[config.mk]
export PLATFORM = sky130hd
export DESIGN_NAME = vlsu_meta_dispatcher
export DESIGN_NICKNAME = d
export VERILOG_FILES = /design/src/rtl/vlsu_meta_dispatcher.sv
export SDC_FILE = /design/constraint.sdc
export NUM_CORES = 1
export LEC_CHECK = 0
export CORE_UTILIZATION = 35
export CTS_CLUSTER_DIAMETER = 60
export DETAILED_ROUTE_END_ITERATION = 6
export PLACE_DENSITY = 0.53
export SLEW_MARGIN = 10
export SYNTH_ARGS = -nofsm -noshare
export SYNTH_HDL_FRONTEND = slang
export SYNTH_SLANG_ARGS = --single-unit
[constraint.sdc]
create_clock -name clk_i -period 4.05 [get_ports clk_i]
set_clock_uncertainty 0.05 [all_clocks]
set_input_delay 0.6075 -clock clk_i [delete_from_list [all_inputs] [get_ports clk_i]]
set_output_delay 0.6075 -clock clk_i [all_outputs]
set_load 0.02 [all_outputs]
[src/rtl/vlsu_meta_dispatcher.sv]
// Meta-information FIFO that broadcasts each head entry to a per-entry subset of channels,
// with store-ordering fences gated by an outstanding AW-to-B counter.
module vlsu_meta_dispatcher #(
    parameter int unsigned Depth          = 4,
    parameter int unsigned NrChannels     = 2,
    parameter int unsigned MetaWidth      = 64,
    parameter int unsigned MaxOutstanding = 8
) (
    input  logic                         clk_i,
    input  logic                         rst_ni,
    input  logic                         flush_i,
    input  logic                         enq_valid_i,
    output logic                         enq_ready_o,
    input  logic [MetaWidth-1:0]         enq_data_i,
    input  logic [NrChannels-1:0]        enq_mask_i,
    input  logic                         enq_fence_i,
    output logic [NrChannels-1:0]        deq_valid_o,
    input  logic [NrChannels-1:0]        deq_ready_i,
    output logic [MetaWidth-1:0]         deq_data_o,
    input  logic                         aw_fire_i,
    output logic                         aw_allow_o,
    input  logic                         b_valid_i,
    output logic                         b_ready_o,
    output logic                         st_pending_o,
    output logic [$clog2(Depth+1)-1:0]   usage_o,
    output logic                         err_o
);

    localparam int unsigned PtrW = $clog2(Depth);
    localparam int unsigned CntW = $clog2(Depth + 1);
    localparam int unsigned OutW = $clog2(MaxOutstanding + 1);

    logic [MetaWidth-1:0]  data_q [Depth];
    logic [NrChannels-1:0] mask_q [Depth];
    logic [Depth-1:0]      fence_q;

    logic [PtrW-1:0]       rd_ptr_q, rd_ptr_d, wr_ptr_q, wr_ptr_d;
    logic [CntW-1:0]       count_q, count_d;
    logic [NrChannels-1:0] done_q, done_d;
    logic [OutW-1:0]       outst_q, outst_d;
    logic                  err_q, err_d;

    logic                  empty, head_go, push, pop;
    logic [NrChannels-1:0] head_mask, fire;

    function automatic logic [PtrW-1:0] ptr_inc(input logic [PtrW-1:0] p);
        return (p == PtrW'(Depth - 1)) ? '0 : p + 1'b1;
    endfunction

    assign empty     = (count_q == '0);
    assign head_mask = mask_q[rd_ptr_q];
    // Fence is gated by the registered counter, so release lags the last B by one cycle.
    assign head_go   = !empty && !(fence_q[rd_ptr_q] && (outst_q != '0));

    for (genvar gi = 0; gi < NrChannels; gi++) begin : g_chan
        assign deq_valid_o[gi] = head_go && head_mask[gi] && !done_q[gi];
        assign fire[gi]        = deq_valid_o[gi] && deq_ready_i[gi];
    end

    assign pop          = head_go && (&(~head_mask | done_q | fire));
    assign push         = enq_valid_i && enq_ready_o;
    assign enq_ready_o  = (count_q < CntW'(Depth));
    assign deq_data_o   = empty ? '0 : data_q[rd_ptr_q];
    assign aw_allow_o   = (outst_q < OutW'(MaxOutstanding));
    assign b_ready_o    = 1'b1;
    assign st_pending_o = (outst_q != '0);
    assign usage_o      = count_q;
    assign err_o        = err_q;

    always_ff @(posedge clk_i) begin
        if (push && !flush_i) begin
            data_q[wr_ptr_q]  <= enq_data_i;
            mask_q[wr_ptr_q]  <= enq_mask_i;
            fence_q[wr_ptr_q] <= enq_fence_i;
        end
    end

    always_comb begin
        rd_ptr_d = rd_ptr_q;
        wr_ptr_d = wr_ptr_q;
        count_d  = count_q;
        done_d   = done_q;
        outst_d  = outst_q;
        err_d    = err_q;

        if (flush_i) begin
            rd_ptr_d = '0;
            wr_ptr_d = '0;
            count_d  = '0;
            done_d   = '0;
        end else begin
            if (push) wr_ptr_d = ptr_inc(wr_ptr_q);
            if (pop) begin
                rd_ptr_d = ptr_inc(rd_ptr_q);
                done_d   = '0;
            end else begin
                done_d = done_q | fire;
            end
            if (push && !pop)      count_d = count_q + 1'b1;
            else if (!push && pop) count_d = count_q - 1'b1;
        end

        // A same-cycle AW and B cancel out, even at the saturation limits.
        if (aw_fire_i && !b_valid_i) begin
            if (outst_q == OutW'(MaxOutstanding)) err_d = 1'b1;
            else                                  outst_d = outst_q + 1'b1;
        end else if (b_valid_i && !aw_fire_i) begin
            if (outst_q == '0) err_d = 1'b1;
            else               outst_d = outst_q - 1'b1;
        end
    end

    always_ff @(posedge clk_i or negedge rst_ni) begin
        if (!rst_ni) begin
            rd_ptr_q <= '0;
            wr_ptr_q <= '0;
            count_q  <= '0;
            done_q   <= '0;
            outst_q  <= '0;
            err_q    <= 1'b0;
        end else begin
            rd_ptr_q <= rd_ptr_d;
            wr_ptr_q <= wr_ptr_d;
            count_q  <= count_d;
            done_q   <= done_d;
            outst_q  <= outst_d;
            err_q    <= err_d;
        end
    end

endmodule

==> run_results.csv <==
group,metric,value,unit
placed_design,gp_congestion,0.724,
pwr,pwr-share-comb,34.1,%
logic_synthesis,muxShareOfSynthArea,14.1,%
placed_design,portBuffers,147,
job,max_cap_violations,0,
timing,setup_violations,0,
grt,grt_pass1_vias,5908,
route,postRouteAntennaNets,0,
finish,drive_gt1_share,18.1,%
route,wl_met2,10.5,mm
logic_synthesis,yosysMostFrequentCell,"edfxtp_1",
logic_synthesis,yosysTopAreaCell,"edfxtp_1",
run_status,status,"complete, but fails checks",
floorplan,start_util,35.7,%
pwr,p_int,0.00649,W
logic_synthesis,synth_area_per_cell,21.3,um2
clock_network,htreeDepth,1,
logic_synthesis,synthArstFlopShare,4.96,%
logic_synthesis,ys_types,34,
logic_synthesis,syn_area,11000,um2
finish,fin_util,45.4,%
route,avgViaCountPerCell,4.89,
timing,hold_violations,0,
finish,antennaDiodeCount,0,
route,wl_per_cell,19.8,um
pwr,netSwitchingPower,0.00280,W
floorplan,die_w,179,um
clock_network,postCtsSetupBuffers,0,
logic_synthesis,synth_xor_area_share,0.319,%
route,drtIter0Drc,306,
timing,max_freq,295,MHz
floorplan,fp.dieArea,32100,um2
timing,tightest_slew,715,ps
route,vias,5360,
placed_design,place_hpwl,12.6,mm
timing,final.period_utilization,83.8,%
grt,grt_max_degree,66,
worst_setup_path,criticalPathCategory,"reg2out",
route,totalWireLength,21.7,mm
pwr,switching_share,30.1,%
clock_network,cts-root-buf,"clkbuf_16",
pwr,leakagePower,4.43,nW
finish,nets,764,
grt,antenna_found_initial,0,
logic_synthesis,synth.area.top_cells,"edfxtp_1 (73%), mux4_2 (14%), nor2b_1 (3.8%), dfrtp_1 (3.2%), ha_1 (0.91%)",
run_status,violations,"DRC",
clock_network,numCtsBuffers,31,
clock_network,cts_tree,"yes",
hold_path,hold_path_class,"reg2reg",
pwr,vdd.ir_drop.worst,0.495,mV
route,wl_met3,1.51,mm
logic_synthesis,synthTopCellsByCount,"edfxtp_1 (268), mux4_2 (67), nor2b_1 (66)",
clock_network,cts_buffer_depth,3,
logic_synthesis,ys_ff_latch,282,
finish,area_growth,27.1,%
logic_synthesis,synth.yosys.seq_area_share,76.5,%
clock_network,clk-insertion-delay-late,530,ps
clock_network,clk_pin_slew,60,ps
worst_setup_path,start_kind,"flip-flop",
clock_network,cts_resized,0,
worst_setup_path,end_kind,"primary output",
logic_synthesis,synth-simple-area-share,5.34,%
route,drt-met1-wl,9.16,mm
route,route.top_layer_used,"met4",
clock_network,postCtsHoldBufs,0,
grt,grt_pass1_wl,33.4,mm
timing,slew_violations,0,
logic_synthesis,syn_nets,601,
logic_synthesis,synth-compound-area-share,1.04,%
logic_synthesis,synthCells,516,
worst_setup_path,crit_required,3390,ps
floorplan,fp-row-count,64,
logic_synthesis,synth_warnings,0,
clock_network,cts_sinks,282,
floorplan,die_h,179,um
pwr,clkPwrFrac,28.2,%
worst_setup_path,arrival,2740,ps
logic_synthesis,synth_top_area_share,73.3,%
logic_synthesis,synth_top_family_by_area,"multiplexers",
grt,grt-ovfl-total,0,
placed_design,dpl_worst_slack,1130,ps
timing,setup_ws,657,ps
route,first_pass_iters,7,
floorplan,core_area,30700,um2
timing,grt_setup_unrepaired,"false",
pwr,powerDensity,666,nW/um2
timing,final.min_clock_period,3390,ps
floorplan,ios,149,
timing,timing.slew.headroom,52.2,%
logic_synthesis,synth_edf_count,268,
grt,track_usage,13.8,%
logic_synthesis,synth_fa_ha_area_share,1.28,%
timing,tns,0,ps
pwr,p_seq_share,37.7,%
logic_synthesis,ys.flop_type,"edfxtp_1",
worst_setup_path,crit_fanout,45,
route,drc,20,
==> power by group through the flow <==
| stage | Clock [W] | Combinational (W) | Sequential (W) |
|---|---|---|---|
| floorplan | 0 | 0.00184 | 0.00355 |
| CTS | 0.00271 | 0.00325 | 0.00350 |
| global route | 0.00281 | 0.00341 | 0.00352 |
| detailed placement | 0 | 0.00323 | 0.00356 |
| finish | 0.00262 | 0.00317 | 0.00350 |
| global placement | 0 | 0.00320 | 0.00355 |
==> state kept, by name, indices dropped and copies added, names as in the netlist <==
register  flops
wr_ptr_q      2
fence_q       4
err_o         1
done_q        2
rd_ptr_q      2
usage_o       3
outst_q       4
mask_q        8
data_q      256
==> cells in the final DEF (no fill, tap or decap), types with 2 or more instances in the layout <==
master | netlist | layout
clkinv_1 | 0 | 11
clkinv_2 | 0 | 3
mux4_2 | 67 | 67
mux2_2 | 2 | 2
nor2_1 | 11 | 11
dfrtp_4 | 0 | 2
a31oi_1 | 2 | 2
inv_1 | 8 | 8
xnor2_1 | 3 | 3
bufinv_16 | 0 | 3
nor3b_2 | 2 | 2
mux2i_1 | 2 | 2
fa_1 | 2 | 2
clkdlybuf4s50_1 | 0 | 147
o21ai_0 | 4 | 4
buf_12 | 0 | 7
clkbuf_16 | 0 | 31
a21oi_1 | 4 | 4
and2_4 | 0 | 4
nor2b_1 | 66 | 66
nand2_1 | 5 | 5
nor3_1 | 6 | 5
or4_1 | 2 | 2
edfxtp_1 | 268 | 268
dfrtp_1 | 14 | 12
clkbuf_1 | 12 | 5
ha_1 | 8 | 8
==> per-stage QoR <==
| stage | power, W | cells | hold WS [ps] | area (um2) |
|---|---|---|---|---|
| 2_1_floorplan | 0.00539 | 516 | 262 | 11000 |
| 3_3_place_gp | 0.00675 | 1042 | 417 | 13000 |
| 3_5_place_dp | 0.00679 | 1042 | 412 | 13000 |
| 4_1_cts | 0.00946 | 1097 | 429 | 14000 |
| 5_1_grt | 0.00974 | 1097 | 433 | 14000 |
| 6_report | 0.00929 | 1097 | 421 | 14000 |
==> kinds of logic (layout without fill, tap and decap cells) <==
group,after synthesis,in the layout
flip-flops,282,282
AND/OR/NAND/NOR,99,99
multiplexers,71,71
buffers and inverters,33,218
AO/OA/AOI/OAI,16,16
adder cells (fa/ha/maj),10,10
XOR/XNOR,4,4
other,1,1
==> cell type report <==
cell class                 instances  area [um2]
multi-input combinational        201        2450
clock inverter                    19         164
tap                              396         495
clock buffer                      36         795
sequential                       282        8410
fill                            2645       16800
timing repair buffer             155        1620
inverter                           8        30.0
==> path summary, 6_finish.rpt <==
| path | to | depth (start not counted) | slack, ps | start |
|---|---|---|---|---|
| min reg2reg | err_o | 1 | 420 | err_o |
| max reg2reg | usage_o[1] | 7 | 1240 | rd_ptr_q[1] |
| max | deq_data_o[18] | 4 | 660 | rd_ptr_q[1] |
| min in group asynchronous | usage_o[1] | 1 | 450 | rst_ni |
| max in group asynchronous | rd_ptr_q[1] | 1 | 2970 | rst_ni |
| min | err_o | 1 | 420 | err_o |
==> critical path, stage by stage (launching register included) <==
cell	delay, ps
dfrtp_4	680
buf_12	320
mux4_2	260
nor2b_1	230
clkdlybuf4s50_1	650
==> per-layer routing <==
| layer | vias to the layer above | GRT usage (%) |
|---|---|---|
| li1 | 2400 | - |
| met1 | 2785 | 17.8 |
| met2 | 142 | 23.0 |
| met3 | 33 | 3.92 |
| met4 | 0 | 3.43 |
| met5 | - | 0 |
(Power assumes the default switching activity.)
